### src/rtl/gshare_predictor_pkg.sv
// Shared definitions for the gshare branch direction predictor: table geometry,
// counter encodings and the controller state type.
package gshare_predictor_pkg;

    localparam int GHR_SIZE           = 8;
    localparam int COUNTER_TABLE_SZ   = 1024;
    localparam int COUNTER_BITS       = 2;
    localparam int COUNTER_TABLE_BITS = $clog2(COUNTER_TABLE_SZ);

    typedef enum logic [COUNTER_BITS-1:0] {
        STRONGLY_NOT_TAKEN = 2'b00,
        WEAKLY_NOT_TAKEN   = 2'b01,
        WEAKLY_TAKEN       = 2'b10,
        STRONGLY_TAKEN     = 2'b11
    } cntr_pattern_t;

    typedef enum logic {
        ST_INIT = 1'b0,
        ST_RUN  = 1'b1
    } pred_state_t;

endpackage

### src/rtl/gshare_predictor_pht_ram.sv
// Pattern history table storage: registered lookup read with read-old-data on
// collision, one write port, and a combinational tap feeding the update adder.
module pht_ram
    import gshare_predictor_pkg::*;
#(
    parameter int DEPTH  = 1024,
    parameter int ADDR_W = $clog2(DEPTH)
) (
    input  logic                clk,
    input  logic                rd_en,
    input  logic [ADDR_W-1:0]   rd_addr,
    output cntr_pattern_t       rd_data,
    input  logic [ADDR_W-1:0]   rmw_addr,
    output cntr_pattern_t       rmw_data,
    input  logic                wr_en,
    input  logic [ADDR_W-1:0]   wr_addr,
    input  cntr_pattern_t       wr_data
);

    cntr_pattern_t mem [DEPTH];

    // Both accesses sit in one process so a same-address read sees the old value.
    always_ff @(posedge clk) begin
        if (rd_en) begin
            rd_data <= mem[rd_addr];
        end
        if (wr_en) begin
            mem[wr_addr] <= wr_data;
        end
    end

    assign rmw_data = mem[rmw_addr];

endmodule

### src/rtl/gshare_predictor.sv
// Gshare direction predictor: PC xor global history indexes a table of 2-bit
// saturating counters; history and counters are trained only at branch resolve.
module gshare_predictor
    import gshare_predictor_pkg::*;
#(
    parameter int GHR_SIZE             = gshare_predictor_pkg::GHR_SIZE,
    parameter int COUNTER_TABLE_SZ     = gshare_predictor_pkg::COUNTER_TABLE_SZ,
    localparam int COUNTER_TABLE_BITS  = $clog2(COUNTER_TABLE_SZ)
) (
    input  logic                          clk,
    input  logic                          rst,
    output logic                          ready_o,
    input  logic                          pred_valid_i,
    input  logic [31:0]                   pred_pc_i,
    output logic                          pred_valid_o,
    output logic                          pred_taken_o,
    output logic [COUNTER_TABLE_BITS-1:0] pred_idx_o,
    input  logic                          upd_valid_i,
    input  logic [COUNTER_TABLE_BITS-1:0] upd_idx_i,
    input  logic                          upd_taken_i,
    output logic [GHR_SIZE-1:0]           ghr_o
);

    localparam int CTB = COUNTER_TABLE_BITS;

    function automatic cntr_pattern_t sat_update(input cntr_pattern_t cur, input logic taken);
        cntr_pattern_t res;
        res = cur;
        if (taken && cur != STRONGLY_TAKEN) begin
            res = cntr_pattern_t'(cur + 2'd1);
        end else if (!taken && cur != STRONGLY_NOT_TAKEN) begin
            res = cntr_pattern_t'(cur - 2'd1);
        end
        return res;
    endfunction

    pred_state_t   state, state_nxt;
    logic [CTB-1:0] sweep_idx;
    logic [GHR_SIZE-1:0] ghr;
    logic          run;
    logic          lookup_p0, upd_p0;
    logic [CTB-1:0] idx_p0;
    logic          vld_p1;
    logic [CTB-1:0] idx_p1;
    logic          taken_hold;
    cntr_pattern_t rd_data, rmw_data, wr_data;
    logic          wr_en;
    logic [CTB-1:0] wr_addr;
    logic          unused_pc;

    assign run       = (state == ST_RUN);
    assign lookup_p0 = pred_valid_i & run;
    assign upd_p0    = upd_valid_i & run;
    assign idx_p0    = pred_pc_i[CTB+1:2] ^ CTB'(ghr);
    assign unused_pc = ^{pred_pc_i[31:CTB+2], pred_pc_i[1:0]};

    always_comb begin
        state_nxt = state;
        if (state == ST_INIT && sweep_idx == CTB'(COUNTER_TABLE_SZ - 1)) begin
            state_nxt = ST_RUN;
        end
    end

    always_ff @(posedge clk) begin
        if (rst) begin
            state     <= ST_INIT;
            sweep_idx <= '0;
        end else begin
            state <= state_nxt;
            if (state == ST_INIT) begin
                sweep_idx <= sweep_idx + 1'b1;
            end
        end
    end

    // The init sweep and resolved-branch training share the single write port.
    always_comb begin
        wr_en   = 1'b0;
        wr_addr = sweep_idx;
        wr_data = WEAKLY_NOT_TAKEN;
        if (!rst) begin
            if (state == ST_INIT) begin
                wr_en = 1'b1;
            end else if (upd_p0) begin
                wr_en   = 1'b1;
                wr_addr = upd_idx_i;
                wr_data = sat_update(rmw_data, upd_taken_i);
            end
        end
    end

    pht_ram #(
        .DEPTH  (COUNTER_TABLE_SZ),
        .ADDR_W (CTB)
    ) u_pht (
        .clk      (clk),
        .rd_en    (lookup_p0),
        .rd_addr  (idx_p0),
        .rd_data  (rd_data),
        .rmw_addr (upd_idx_i),
        .rmw_data (rmw_data),
        .wr_en    (wr_en),
        .wr_addr  (wr_addr),
        .wr_data  (wr_data)
    );

    // Stage p0 -> p1: lookup result, history is non-speculative.
    always_ff @(posedge clk) begin
        if (rst) begin
            vld_p1     <= 1'b0;
            idx_p1     <= '0;
            taken_hold <= 1'b0;
            ghr        <= '0;
        end else begin
            vld_p1 <= lookup_p0;
            if (lookup_p0) begin
                idx_p1 <= idx_p0;
            end
            if (vld_p1) begin
                taken_hold <= rd_data[1];
            end
            if (upd_p0) begin
                ghr <= {ghr[GHR_SIZE-2:0], upd_taken_i};
            end
        end
    end

    assign ready_o      = run;
    assign pred_valid_o = vld_p1;
    assign pred_taken_o = vld_p1 ? rd_data[1] : taken_hold;
    assign pred_idx_o   = idx_p1;
    assign ghr_o        = ghr;

endmodule

### config.mk
export PLATFORM = sky130hd
export DESIGN_NAME = gshare_predictor
export DESIGN_NICKNAME = d
export VERILOG_FILES = /design/src/rtl/gshare_predictor_pkg.sv /design/src/rtl/gshare_predictor_pht_ram.sv /design/src/rtl/gshare_predictor.sv
export SDC_FILE = /design/constraint.sdc
export NUM_CORES = 2
export LEC_CHECK = 0
export ABC_AREA = 1
export CORE_MARGIN = 8
export CORE_UTILIZATION = 52
export DETAILED_ROUTE_END_ITERATION = 7
export HOLD_SLACK_MARGIN = 0.03
export PLACE_DENSITY = 0.7
export SYNTH_ARGS = -nofsm -noshare
export SYNTH_HDL_FRONTEND = slang
export SYNTH_HIERARCHICAL = 1
export SYNTH_SLANG_ARGS = --single-unit
### constraint.sdc
create_clock -name clk -period 42.5 [get_ports clk]
set_input_delay 8.5 -clock clk [delete_from_list [all_inputs] [get_ports clk]]
set_output_delay 8.5 -clock clk [all_outputs]
set_load 0.005 [all_outputs]
Word level (Yosys, flattened, before mapping) --
Memories as Yosys holds them, arrays and structs flattened. A register that Yosys moved wholly into a read port is not among the register bits. Index checks and enable logic that the tools add are counted.
Word-level totals: memory bits (writable) 2048, memories kept 1, input bits 47, register bits after elaboration 31, logic and storage cells 35
Operators by class: add/subtract/negate cells 3, multiplexer cells 14, equality and inequality tests 2, bitwise gates (word level) 4, reduce and logical (&&, ||, !) cells 5
Memories:
- u_pht.mem | depth 1024, width 2, rd ports 2, clocked after Yosys merged registers in 1, write ports 1, line gshare_predictor_pht_ram.sv:20 | cntr_pattern_t mem [DEPTH];
Operators by type and width (number):
- 10-bit two-way mux | 3
- 10-bit by 1-bit adder with 10-bit output, second input constant | 1
- 10-bit == test, second input constant | 1
- 2-bit two-way mux | 5
- 10-bit by 8-bit XOR with 10-bit output | 1
- 1-bit two-way mux | 6
- 1-bit logical AND | 3
- 2-bit by 1-bit adder with 2-bit output, second input constant | 1
- 1-bit bitwise AND | 2
- 2-bit inequality test, second input constant | 1
- 2-bit nonzero test | 1
- 2-bit by 1-bit subtractor with 2-bit output, second input constant | 1
- 1-bit logical NOT | 1
- 1-bit inverter | 1

Depth between registers and ports, before layout --
An unclocked memory read counts as a cell.
word-level depth 8, depth in mapped cells 23

By module --
Netlist, hierarchy kept.
Modules (own cells, without submodules):
- pht_ram | instances 1, cells each 12533, seq. area each 61559.0 um2, area each 107428.0 um2
- gshare_predictor | instances 1, cells each 226, seq. area each 620.6 um2, area each 1610.3 um2

Worst setup path after synthesis --
No wires, ideal clock.
kind input-to-reg, start input port upd_idx_i[0], end memory u_pht/mem[0][1] (netlist name), data pin, stages on the path 21, arrival time 37.426 ns, slack -0.626 ns, required time 36.800 ns, library setup time 5.700 ns, cells stage by stage buf_4 -> inv_4 -> buf_6 -> buf_8 -> buf_4 -> nand2_1 -> nand3_1 -> nand3_1 -> nand3_1 -> nand3_1 -> nand3_1 -> nand3_1 -> nand3_1 -> nand3_1 -> nand2_1 -> nand2_1 -> nand2_1 -> inv_1 -> ha_1 -> nand2_1 -> a21oi_1
Between the ends: cells in the longest elaborated chain, start to end 8, elaborated cells on any way between the ends 12, those cells by class add/sub (2); eq/ne (1); mux (5); reduce/logical (3); memory (1)
Ends and longest elaborated chain:
- start, declared | line gshare_predictor.sv:19 | input logic [COUNTER_TABLE_BITS-1:0] upd_idx_i,
- memory 1024 x 2 bit *
- via rmw_data[0] | line gshare_predictor.sv:46 | cntr_pattern_t rd_data, rmw_data, wr_data;
- parallel branches: the longest is 3 deep, another holds 2-bit by 1-bit subtractor with 2-bit output
- 2-bit two-way mux * | line gshare_predictor.sv:29 | if (taken && cur != STRONGLY_TAKEN) begin
- 2-bit two-way mux * | line gshare_predictor.sv:84 | end else if (upd_p0) begin
- 2-bit two-way mux * | line gshare_predictor.sv:82 | if (state == ST_INIT) begin
- 2-bit two-way mux * | line gshare_predictor.sv:81 | if (!rst) begin
- via wr_data[1] | line gshare_predictor.sv:46
- end, declared | line gshare_predictor_pht_ram.sv:20
Mark *: on every way through the listed nets, which the timed path passes.

Worst setup path after layout --
start input port upd_idx_i[1], end memory u_pht/mem[588][1] (netlist name), data pin
Same word-level chain as after synthesis.

==> impl_metrics.yaml <==
outcome:
  status: "completed"
clock_tree:
  cts.sink_count: 2080
  clock_tree.htree_level_count: 4
  tritoncts_clock_tree: "built"
  clock_latency_ps: 880
  cts.path.max_buffers: 3
  clk_transition_reported_paths_ps: 60
  numCtsBuffers: 205
  cts.root.buffer_cell: "clkbuf_16"
  cts.hold.buffers_added: 0
  post_cts_buffers: 0
  number_of_gates_resized_after_cts: 0
grt:
  globalRouteOverflowTotal: 0
  grt_max_degree: 262
  grt_antenna_before_repair: 11
  grt_first_pass_wirelength_microns: 472000
  grt_pass1_vias: 76700
  grt_use_total_pct: 30.3
power:
  power.net_switching_mw: 1.01
  net_switching_share_of_the_total_power_pct: 23.6
  sequential_share_of_power_pct: 52.0
  cellPowerDensity_nw_per_um2: 40.2
  leakagePower_nw: 37.9
  ir_worst_vdd_mv: 0.0423
  internal-power_mw: 3.26
  share_comb_of_total_power_pct: 6.8
  power.clock.fraction_pct: 41.1
job:
  timing.max_cap.violations: 0
synthesis:
  ys.warnings.count: 6
  synthCells: 10700
  synth_fp_nets: 10700
  cell_area_after_synthesis_sq_um: 99900
  average_cell_area_after_synthesis_sq_um: 9.35
critical_path:
  critical_path.max_fanout: 216
  critical_path.max_stage_delay_ps: 940
  crit_slowest_cell: "buf_4"
  criticalPathCategory: "in2reg"
  r2r_cells: 21
  reg2reg_slack_ps: 34570
  crit_top_cell: "nand3_1"
  arrival_ps: 18380
  required_ps: 43010
  crit_path_start_kind: "input port"
  crit_path_cell_trace: "buf_8, inv_8, buf_4, buf_4, nand3_1, nand3_1, nand3_1, nand3_1, nand3_1, nand3_1, nand3_1, nand3_1, nand2_1, nand2_1, nand2_1, ha_1, nor2_1, nand2_1, a21oi_4, buf_12, buf_4, buf_4, buf_4, buf_4"
  setup.worst_path.end_class: "flip-flop"
die:
  x_dimension_of_the_die_microns: 454
  core.rowCount: 161
  coreArea_sq_um: 192000
  dieArea_sq_um: 206000
  design.portCount: 68
  start_util_pct: 52.1
  die_h_microns: 454
sta:
  timing.fmax_ghz: 0.0560
  hold_violations: 0
  final.period_utilization_pct: 42.0
  worst_slew_pin_slew_ps: 1410
  timing.final.max_slew_violations: 0
  rsz_0062_raised_after_global_routing: "no"
  post-route-min-period_ps: 17870
  clock_skew_ps: 39.7
  finalSetupViolations: 0
  maxSlewHeadroom_pct: 5.63
  fin_tns_setup_ps: 0
placed_design:
  routabilityCongestion: 0.869
  placement.io_buffers: 45
  dpl.hpwl_microns: 157000
detailed_routing:
  routed_via_density: 6.34
  antenna_violating_nets_post_route: 0
  post_drt_wl_per_cell_microns: 25.5
  overall_routed_net_length_microns: 324000
  drt_first_pass_iters: 7
  drcViolationCount: 0
  vias: 80400
  dr.first_iter.drc_count: 13000
hold_path:
  worst_hold_path.num_cells: 2
  hold_path_class: "reg2reg"
cells_and_area:
  final_net_count: 10000
  syn2layout_area_growth_pct: 6.06
  finalCoreUtilization_pct: 55.2
  final_layout_size_suffix_gt1_share_pct: 4.59
==> registers in the layout, indices dropped and copies added, names as in the netlist <==
register	cells
sweep_idx	10
ghr_o	8
u_pht/mem	2048
u_pht/rd_data	1
pred_valid_o	1
ready_o	1
taken_hold	1
pred_idx_o	10
==> power groups by stage <==
stage,logic [mW],registers (mW),clock network (mW)
2_1_floorplan,0.191,2.26,0
3_3_place_gp,0.274,2.26,0
3_5_place_dp,0.277,2.26,0
4_1_cts,0.278,2.22,1.76
5_1_grt,0.300,2.22,1.84
6_report,0.291,2.22,1.75
==> routing by layer <==
| metal | vias up | GRT usage [%] | wire length [microns] |
|---|---|---|---|
| met1 | 37900 | 39.2 | 114000 |
| li1 | 35100 | - | - |
| met5 | - | 0 | 15 |
| met2 | 6200 | 46.1 | 141000 |
| met4 | 2 | 18.0 | 21300 |
| met3 | 1210 | 8.14 | 47700 |
==> area by class of cell <==
type                    instances  area, sq um
clock buffers                 261         5380
clock inverters               122         1010
inverters                      85          422
fillers                     16400        85800
diodes                         13         32.5
well taps                    2526         3160
multi-input cells            7444        32300
flip-flops and latches       2080        62100
repair buffers                161         1480
==> worst max-delay path: cells and delay by family <==
kind | cells | cell delay [ps]
and+or+nand+nor | 13 | 2300
AOI/OAI and AO/OA | 1 | 150
adders and majority gates | 1 | 300
buffers and inverters | 9 | 6680
==> through the flow <==
stage | setup WS (ps) | cell area, sq um | cells | total power, mW | hold WS (ps)
after floorplan | 12930 | 99900 | 10700 | 2.45 | 446
after global placement | 24260 | 99500 | 12300 | 2.54 | 461
after detailed placement | 24150 | 99500 | 12300 | 2.54 | 471
after CTS | 25050 | 106000 | 12700 | 4.26 | 485
after global routing | 24340 | 106000 | 12700 | 4.36 | 503
final | 24630 | 106000 | 12700 | 4.26 | 491
==> layout by cell type, fill, tap and decap left out, drive strengths merged <==
master	instances
clkinvlp	5
clkinv	99
nor2	1080
ha	4
o21ai	29
diode	13
clkdlybuf4s50	39
nor3	28
nand3b	1
nand2	3195
dfxtp	31
nand4	7
nand3	3075
or2	1
edfxtp	2049
buf	122
xnor2	8
clkbuf	261
a21oi	16
bufinv	13
inv	90
==> final timing paths <==
| check | startpoint | end |
|---|---|---|
| setup / recovery | upd_idx_i[1] | u_pht/mem[588][1] |
| hold / removal | taken_hold | taken_hold |
| setup reg to reg | u_pht/mem[537][0] | u_pht/mem[588][1] |
| hold reg to reg | taken_hold | taken_hold |
Power figures use the tool's default switching activity.
